**src/rtl/execute_stage_if.sv**
```systemverilog
// Bundle between the ID/EX register, hazard unit, execute stage and EX/MEM consumers.
// The master side drives ID/EX values and forwarding selects; the execute stage is the slave.
interface execute_stage_if #(
   parameter int WIDTH = 32
);
   logic [WIDTH-1:0] RD1;
   logic [WIDTH-1:0] RD2;
   logic [4:0]       RtE;
   logic [4:0]       RdE;
   logic [WIDTH-1:0] SignImmE;
   logic             RegWriteE;
   logic             MemtoRegE;
   logic             MemWriteE;
   logic [2:0]       ALUControlE;
   logic             ALUSrcE;
   logic             RegDstE;
   logic [1:0]       ForwardAE;
   logic [1:0]       ForwardBE;
   logic [WIDTH-1:0] ResultW;
   logic [4:0]       WriteRegE;
   logic             RegWriteM;
   logic             MemtoRegM;
   logic             MemWriteM;
   logic [WIDTH-1:0] ALUOutM;
   logic [WIDTH-1:0] WriteDataM;
   logic [4:0]       WriteRegM;

   modport master (
      output RD1, RD2, RtE, RdE, SignImmE,
      output RegWriteE, MemtoRegE, MemWriteE, ALUControlE, ALUSrcE, RegDstE,
      output ForwardAE, ForwardBE, ResultW,
      input  WriteRegE, RegWriteM, MemtoRegM, MemWriteM, ALUOutM, WriteDataM, WriteRegM
   );

   modport slave (
      input  RD1, RD2, RtE, RdE, SignImmE,
      input  RegWriteE, MemtoRegE, MemWriteE, ALUControlE, ALUSrcE, RegDstE,
      input  ForwardAE, ForwardBE, ResultW,
      output WriteRegE, RegWriteM, MemtoRegM, MemWriteM, ALUOutM, WriteDataM, WriteRegM
   );
endinterface

```
**src/rtl/execute_stage.sv**
```systemverilog
// MIPS EX stage: operand forwarding, ALUSrc mux, ALU and destination select,
// captured every cycle into the EX/MEM pipeline register.
module execute_stage #(
   parameter int WIDTH = 32
) (
   input  logic            clk,
   input  logic            rst_n,
   execute_stage_if.slave  ex
);

   localparam logic [2:0] ALU_AND = 3'b000;
   localparam logic [2:0] ALU_OR  = 3'b001;
   localparam logic [2:0] ALU_ADD = 3'b010;
   localparam logic [2:0] ALU_SUB = 3'b110;
   localparam logic [2:0] ALU_SLT = 3'b111;

   function automatic logic [WIDTH-1:0] alu_calc(
      input logic [2:0]       op,
      input logic [WIDTH-1:0] a,
      input logic [WIDTH-1:0] b
   );
      logic [WIDTH-1:0] r;
      case (op)
         ALU_AND: r = a & b;
         ALU_OR:  r = a | b;
         ALU_ADD: r = a + b;
         ALU_SUB: r = a - b;
         ALU_SLT: r = {{(WIDTH-1){1'b0}}, ($signed(a) < $signed(b))};
         default: r = {WIDTH{1'b0}};
      endcase
      return r;
   endfunction

   // Select 2'b11 deliberately falls back to the register-file value.
   function automatic logic [WIDTH-1:0] fwd_mux(
      input logic [1:0]       sel,
      input logic [WIDTH-1:0] rf_val,
      input logic [WIDTH-1:0] wb_val,
      input logic [WIDTH-1:0] mem_val
   );
      logic [WIDTH-1:0] r;
      case (sel)
         2'b01:   r = wb_val;
         2'b10:   r = mem_val;
         default: r = rf_val;
      endcase
      return r;
   endfunction

   logic [WIDTH-1:0] src_a_s;
   logic [WIDTH-1:0] fwd_b_s;
   logic [WIDTH-1:0] src_b_s;
   logic [WIDTH-1:0] alu_res_s;
   logic [4:0]       write_reg_s;

   logic             reg_write_q,  reg_write_d;
   logic             mem_to_reg_q, mem_to_reg_d;
   logic             mem_write_q,  mem_write_d;
   logic [WIDTH-1:0] alu_out_q,    alu_out_d;
   logic [WIDTH-1:0] write_data_q, write_data_d;
   logic [4:0]       write_reg_q,  write_reg_d;

   // Operand forwarding, ALUSrc select, ALU and destination register.
   always_comb begin
      src_a_s   = fwd_mux(ex.ForwardAE, ex.RD1, ex.ResultW, alu_out_q);
      fwd_b_s   = fwd_mux(ex.ForwardBE, ex.RD2, ex.ResultW, alu_out_q);
      if (ex.ALUSrcE) begin
         src_b_s = ex.SignImmE;
      end else begin
         src_b_s = fwd_b_s;
      end
      alu_res_s = alu_calc(ex.ALUControlE, src_a_s, src_b_s);
      if (ex.RegDstE) begin
         write_reg_s = ex.RdE;
      end else begin
         write_reg_s = ex.RtE;
      end
   end

   // EX/MEM next state: loads unconditionally each cycle.
   always_comb begin
      reg_write_d  = ex.RegWriteE;
      mem_to_reg_d = ex.MemtoRegE;
      mem_write_d  = ex.MemWriteE;
      alu_out_d    = alu_res_s;
      write_data_d = fwd_b_s;
      write_reg_d  = write_reg_s;
   end

   // EX/MEM pipeline register.
   always_ff @(posedge clk or negedge rst_n) begin
      if (!rst_n) begin
         reg_write_q  <= 1'b0;
         mem_to_reg_q <= 1'b0;
         mem_write_q  <= 1'b0;
         alu_out_q    <= {WIDTH{1'b0}};
         write_data_q <= {WIDTH{1'b0}};
         write_reg_q  <= 5'd0;
      end else begin
         reg_write_q  <= reg_write_d;
         mem_to_reg_q <= mem_to_reg_d;
         mem_write_q  <= mem_write_d;
         alu_out_q    <= alu_out_d;
         write_data_q <= write_data_d;
         write_reg_q  <= write_reg_d;
      end
   end

   assign ex.WriteRegE  = write_reg_s;
   assign ex.RegWriteM  = reg_write_q;
   assign ex.MemtoRegM  = mem_to_reg_q;
   assign ex.MemWriteM  = mem_write_q;
   assign ex.ALUOutM    = alu_out_q;
   assign ex.WriteDataM = write_data_q;
   assign ex.WriteRegM  = write_reg_q;

endmodule

```
**src/flat_wrapper.sv**
```systemverilog
// flat-port wrapper written by rule: the top's interface ports become plain ports
module execute_stage_flat 
#(
   parameter int WIDTH = 32
)
  (clk, rst_n, ex_RD1, ex_RD2, ex_RtE, ex_RdE, ex_SignImmE, ex_RegWriteE, ex_MemtoRegE, ex_MemWriteE, ex_ALUControlE, ex_ALUSrcE, ex_RegDstE, ex_ForwardAE, ex_ForwardBE, ex_ResultW, ex_WriteRegE, ex_RegWriteM, ex_MemtoRegM, ex_MemWriteM, ex_ALUOutM, ex_WriteDataM, ex_WriteRegM);
  execute_stage_if #(.WIDTH(WIDTH)) ex_i ();
  input  logic clk;
  input  logic rst_n;
  input wire logic [$bits(ex_i.RD1)-1:0] ex_RD1;
  input wire logic [$bits(ex_i.RD2)-1:0] ex_RD2;
  input wire logic [$bits(ex_i.RtE)-1:0] ex_RtE;
  input wire logic [$bits(ex_i.RdE)-1:0] ex_RdE;
  input wire logic [$bits(ex_i.SignImmE)-1:0] ex_SignImmE;
  input wire logic [$bits(ex_i.RegWriteE)-1:0] ex_RegWriteE;
  input wire logic [$bits(ex_i.MemtoRegE)-1:0] ex_MemtoRegE;
  input wire logic [$bits(ex_i.MemWriteE)-1:0] ex_MemWriteE;
  input wire logic [$bits(ex_i.ALUControlE)-1:0] ex_ALUControlE;
  input wire logic [$bits(ex_i.ALUSrcE)-1:0] ex_ALUSrcE;
  input wire logic [$bits(ex_i.RegDstE)-1:0] ex_RegDstE;
  input wire logic [$bits(ex_i.ForwardAE)-1:0] ex_ForwardAE;
  input wire logic [$bits(ex_i.ForwardBE)-1:0] ex_ForwardBE;
  input wire logic [$bits(ex_i.ResultW)-1:0] ex_ResultW;
  output wire logic [$bits(ex_i.WriteRegE)-1:0] ex_WriteRegE;
  output wire logic [$bits(ex_i.RegWriteM)-1:0] ex_RegWriteM;
  output wire logic [$bits(ex_i.MemtoRegM)-1:0] ex_MemtoRegM;
  output wire logic [$bits(ex_i.MemWriteM)-1:0] ex_MemWriteM;
  output wire logic [$bits(ex_i.ALUOutM)-1:0] ex_ALUOutM;
  output wire logic [$bits(ex_i.WriteDataM)-1:0] ex_WriteDataM;
  output wire logic [$bits(ex_i.WriteRegM)-1:0] ex_WriteRegM;
  assign ex_i.RD1 = ex_RD1;
  assign ex_i.RD2 = ex_RD2;
  assign ex_i.RtE = ex_RtE;
  assign ex_i.RdE = ex_RdE;
  assign ex_i.SignImmE = ex_SignImmE;
  assign ex_i.RegWriteE = ex_RegWriteE;
  assign ex_i.MemtoRegE = ex_MemtoRegE;
  assign ex_i.MemWriteE = ex_MemWriteE;
  assign ex_i.ALUControlE = ex_ALUControlE;
  assign ex_i.ALUSrcE = ex_ALUSrcE;
  assign ex_i.RegDstE = ex_RegDstE;
  assign ex_i.ForwardAE = ex_ForwardAE;
  assign ex_i.ForwardBE = ex_ForwardBE;
  assign ex_i.ResultW = ex_ResultW;
  assign ex_WriteRegE = ex_i.WriteRegE;
  assign ex_RegWriteM = ex_i.RegWriteM;
  assign ex_MemtoRegM = ex_i.MemtoRegM;
  assign ex_MemWriteM = ex_i.MemWriteM;
  assign ex_ALUOutM = ex_i.ALUOutM;
  assign ex_WriteDataM = ex_i.WriteDataM;
  assign ex_WriteRegM = ex_i.WriteRegM;
  execute_stage #(.WIDTH(WIDTH)) u_core (.clk(clk), .rst_n(rst_n), .ex(ex_i));
endmodule
```
**config.mk**
```make
export PLATFORM = sky130hd
export DESIGN_NAME = execute_stage_flat
export DESIGN_NICKNAME = d
export VERILOG_FILES = /design/src/rtl/execute_stage_if.sv /design/src/rtl/execute_stage.sv /design/src/flat_wrapper.sv
export SDC_FILE = /design/constraint.sdc
export NUM_CORES = 1
export LEC_CHECK = 0
export ABC_AREA = 1
export BUFFER_PORTS_ARGS = -buffer_cell sky130_fd_sc_hd__buf_2
export CAP_MARGIN = 10
export CORE_MARGIN = 4
export CORE_UTILIZATION = 48
export CTS_BUF_LIST = sky130_fd_sc_hd__clkbuf_8
export CTS_CLUSTER_DIAMETER = 80
export CTS_CLUSTER_SIZE = 8
export DETAILED_ROUTE_END_ITERATION = 7
export GPL_ROUTABILITY_DRIVEN = 0
export HOLD_SLACK_MARGIN = 0.05
export PLACE_DENSITY = 0.74
export REMOVE_ABC_BUFFERS = 1
export SLEW_MARGIN = 20
export SYNTH_ARGS = -nofsm -noshare
export SYNTH_HDL_FRONTEND = slang
export SYNTH_SLANG_ARGS = --single-unit
```
**constraint.sdc**
```tcl
create_clock -name clk -period 3.18 [get_ports clk]
set_input_delay 0.318 -clock clk [delete_from_list [all_inputs] [get_ports clk]]
set_output_delay 0.318 -clock clk [all_outputs]
set_load 0.01 [all_outputs]
```
== After elaboration in Yosys (flattened, before gate mapping) ==
Index checks and enable logic that the tools add are counted.
Word-level totals
  register bits: 72
  output and inout port bits: 77
Cells by class
  add/subtract/negate cells: 2
  order comparisons: 1
  equality and inequality tests: 8
  muxes and demuxes: 5
  bitwise operators: 2
  reductions and logical operators: 1
Operators by type and width (number)
  one-hot mux 32 bit (5 select lines): 1
  one-hot mux 32 bit (2 select lines): 2
  adder 32 bit: 1
  bitwise AND 32 bit: 1
  < comparator 32 bit: 1
  2-to-1 mux 32 bit: 1
  OR 32 bit: 1
  subtractor 32 bit: 1
  equality test 3 bit, second input constant: 2
  2-to-1 mux 5 bit: 1
  equality test 2 x 1 -> 1 bit, second input constant: 2
  equality test 2 bit, second input constant: 2
  equality test 3 x 1 -> 1 bit, second input constant: 1
  equality test 3 x 2 -> 1 bit, second input constant: 1
  logical NOT 3 bit: 1

== Logic depth before layout (Yosys ltp) ==
  word-level depth: 5
  depth in mapped cells: 23
  gate-level depth less buffers: 21

== Worst setup path after synthesis ==
Ideal clock, no wire load.
  kind: input-to-reg
  start: input ex_ForwardBE[0]
  end: register u_core.alu_out_q[12], in the netlist u_core.ex.ALUOutM[12]
  setup time: 0.128 ns
  arrival: 2.971 ns
  slack: 0.081 ns
  cell stages on the path: 18
  path buffers: 2
  cell sequence: inv_1 > ha_1 > buf_2 > clkbuf_1 > a221o_1 > o21ai_0 > o21ai_0 > ha_1 > inv_1 > fa_1 > nand2_1 > nand2_1 > and2_1 > nand2_1 > nand3b_4 > or2_0 > nand3_1 > nand3b_1
On the way
  longest elaborated chain between the ends: 5
Ends and longest elaborated chain
  from (decl): RTL line flat_wrapper.sv:22  | input wire logic [$bits(ex_i.ForwardBE)-1:0] ex_ForwardBE;
  equality test 2 bit or equality test 2 x 1 -> 1 bit (tied branches): RTL line execute_stage.sv:42  | case (sel)
  one-hot mux 32 bit (2 select lines) *: RTL line execute_stage.sv:42
  2-to-1 mux 32 bit *: RTL line execute_stage.sv:67  | if (ex.ALUSrcE) begin
  subtractor 32 bit, or another cell as far along: RTL line execute_stage.sv:27  | ALU_SUB: r = a - b;
  one-hot mux 32 bit (5 select lines) *: RTL line execute_stage.sv:23  | case (op)
  named net u_core.alu_out_d[12]: RTL line execute_stage.sv:59  | logic [WIDTH-1:0] alu_out_q, alu_out_d;
  to (signal assigned): RTL line execute_stage.sv:96  | alu_out_q <= {WIDTH{1'b0}};
  to (signal assigned): RTL line execute_stage.sv:103  | alu_out_q <= alu_out_d;
  to (decl): RTL line execute_stage.sv:59
Mark *: on every way through the listed nets, which the timed path passes. The rest lies on a longest branch.

== Final worst setup path ==
  start: input ex_ForwardBE[0]
  end: register u_core.alu_out_q[27], in the netlist u_core.ex.ALUOutM[27]
The elaborated chain is that of the path after synthesis.

==> summary.md <==
| Metric | Value |
|---|---|
| Worst Path Required | 3480 ps |
| Antenna violations before repair | 0 |
| Status | completed |
| Startpoint types | input port |
| Slew at the pin closest to its max-slew limit | 1020 ps |
| Largest net degree at the start of global routing | 36 |
| Worst path max stage delay | 360 ps |
| Utilization after layout | 0.637 |
| Sequential cell area fraction in the yosys report | 0.183 |
| Synth Flop Type | dfrtp_1 |
| Routed WL | 37800 um |
| Remaining Overflow, GRT | 0 |
| Worst-case reg-to-reg path depth | 15 |
| Synth Cell Area | 0.00983 mm2 |
| DRC viols | 0 |
| Cells after DPL | between 2000 and 2500 |
| Worst path cell trace | buf_2, inv_1, ha_1, buf_4, a221o_1, o21ai_0, o21ai_0, ha_1, or2_2, buf_4, nand3_1, nand2_1, nand2_1, nand2_1, nand2_1, nand3_1, nand3_1, nand3_1 |
| Most frequent cells after synthesis | nand2_1, inv_1, nand3_1 |
| CTS root buffer | clkbuf_8 |
| DIE WIDTH | 151 um |
| Routed via count | about 12000 |
| Unrepaired setup endpoints after global routing | no |
| Hold path depth | 3 |
| ANT cells | 0 |
| Yosys warns | 0 |
| TritonRoute pass-1 iters | 6 |
| Slew Limit Fails | 0 |
| Maximum clock rate | 0.334 GHz |
| Critical Path End Type | flop |
| Reg-to-reg slack, setup | 310 ps |
| I/O pin count | ~230 |
| Headroom to the max-slew limit | 0.317 |
| Vias in the first global route | 11368 |
| Final setup viols | 0 |
| Post-detail-place hpwl | 30800 um |
| # rows | 52 |
| Syn Inst Count | 1632 |
| Synthesized area per cell | roughly 6 um2 |
| IO Port Bufs | 228 |
| Fillers | 1940 |
| Tcrit/Tclk final | 0.942 |
| Hold WC Path Type | input port to flop |
| Worst-path clk slew | 100 ps |
| Final Hold Fails | 0 |
| DRT iter0 DRCs | 1477 |
| Skew-Pair Late Insertion Delay | 400 ps |
| FF-to-FF Start | u_core.ex.ALUOutM[10] |
| Total leakage power | approximately 7.6 nW |
| Layout cells sized above 1 | 0.250 |
| Crit Path Category | input port to flop |
| # Post-CTS Setup Buffers | 0 |
| Syn-to-layout area delta | 30.6% |
| Layout Nets | 2262 |
| Power per cell area | roughly 430 mW/mm2 |
| Initial Util | 0.487 |
| Design area | 0.0128 mm2 |
| DRT antenna net count | 0 |
| Post-synth cell types | 48 |
| Core area | around 0.020 mm2 |
| WHS Endpoint | u_core.ex.WriteDataM[3] |
| Sinks on Clock Net | 72 |
| WL per Instance | 16.6 um |
| Top cells by area, synth | nand2_1, dfrtp_1, ha_1, inv_1, nand3_1 |
| Maxcap violations | 0 |
| Fraction of registers with async set/reset | 1.00 |
| Critical Path Slowest Stage Cell | ha_1 |
| HP Start | ex_RD2[3] |
| Num CTS Buffers | 9 |
| H-tree depth | 3 |
| Via density per instance | 5.40 |
| Worst IR drop on VDD | 0.208 mV |
| CTS tree | built |
| Die footprint | 0.0228 mm2 |
| Total Routing Usage GR | 0.322 |
| Arrival @ worst endpoint | 3290 ps |
| Top-area cell type share of the netlist area | 0.184 |
| Clock buffer depth | 2 |
| Reg-to-Reg End | u_core.ex.ALUOutM[0] |
| Placement Cell Area | 0.0126 mm2 |
| Most common cell in the netlist | nand2_1 |
| Register bit total from synthesis | 72 |
| Chip height | 151 um |
| Wire length of the first global-routing pass | around 58000 um |
| Crit path time final | 3000 ps |
| Layout Cells excl Fill | 2279 |
| Max FO, Critical Path | 11 |
| Top cell type by total area after synthesis | nand2_1 |
| Number of synthesized flops with an enable pin | 0 |
| Final Skew | 17.0 ps |
| Pwr Total | 0.00557 W |
==> per-layer routing <==
metal,global-route usage,wire length [um],vias up
li1,-,-,5909
met1,0.444,15700,5579
met5,0,0,-
met4,0.0943,953,0
met2,0.515,16600,736
met3,0.0586,4500,78
==> per-stage QoR <==
stage / setup slack [ps] / TNS, ps / hold slack [ps]
2_1_floorplan: -409 / -5970 / 22.4
6_report: 184 / 0 / 147
5_1_grt: 7.22 / 0 / 163
4_1_cts: 152 / 0 / 140
3_5_place_dp: -238 / -2880 / 330
3_3_place_gp: -175 / -1730 / 326
==> critical path: cells and delay by family <==
family,cells,cell delay (ps)
simple gates,9,1230
fa+ha+maj,2,690
compound gates,3,570
buf+inv,4,480
==> state kept, by name, indices dropped and copies added (netlist names) <==
signal and count:
u_core.ex.MemWriteM 1, u_core.ex.RegWriteM 1, u_core.ex.WriteDataM 32, u_core.ex.ALUOutM 32, u_core.ex.WriteRegM 5, u_core.ex.MemtoRegM 1
==> where the power goes <==
group,leakage (nW),internal [W],switching [W]
sequential,0.893,0.00104,0.0000864
combinational,6.59,0.00143,0.00216
clock,0.0949,0.000386,0.000461
total,7.58,0.00286,0.00271
==> timing repair <==
item                                    CTS  global route
hold buffers                              4             0
hold endpoints to repair                 36             0
endpoints found under the setup margin    0            12
resized for setup                         0            12
==> kinds of logic after synthesis <==
logic type                 after synthesis  share of synthesized area
AOI/OAI and AO/OA                      268                      0.178
adders and majority gates              106                      0.136
buffers and inverters                  412                      0.163
DFF                                     72                      0.183
muxes                                    5                    0.00573
and+or+nand+nor                        769                      0.333
==> how the worst max path moves through the flow <==
stage	start	endpoint	depth (start not counted)
2_1_floorplan	ex_ForwardBE[0]	u_core.ex.ALUOutM[16]	17
3_3_place_gp	ex_ForwardBE[1]	u_core.ex.ALUOutM[26]	22
3_5_place_dp	ex_ForwardBE[1]	u_core.ex.ALUOutM[26]	22
4_1_cts	ex_ForwardBE[1]	u_core.ex.ALUOutM[26]	22
5_1_grt	ex_ForwardBE[0]	u_core.ex.ALUOutM[17]	18
6_report	ex_ForwardBE[0]	u_core.ex.ALUOutM[27]	18
==> cells in the final DEF, fill, tap and decap left out, types with 11 or more instances in the layout <==
| cell | n |
|---|---|
| nand2_1 | 482 |
| nor2_1 | 86 |
| a21oi_1 | 36 |
| o22ai_1 | 22 |
| nor3_1 | 12 |
| nor2_2 | 14 |
| nand4_1 | 11 |
| ha_1 | 101 |
| dfrtp_1 | 72 |
| a221o_1 | 49 |
| o21ai_0 | 104 |
| buf_2 | 227 |
| nand2_2 | 11 |
| nand3_1 | 121 |
| o21ai_1 | 14 |
| inv_1 | 338 |
| inv_2 | 13 |
| buf_4 | 176 |
| a22o_1 | 12 |
==> cell type report <==
class,count,area [um2],area share
Multi-Input combinational cell,1148,6450,0.503
Timing Repair Buffer,418,2710,0.211
Sequential cell,72,1800,0.140
Inverter,355,1330,0.104
Tap cell,270,338,0.0263
Clock buffer,10,138,0.0107
Clock inverter,6,66.3,0.00516
Note: power is estimated with default switching activity, not from simulation.
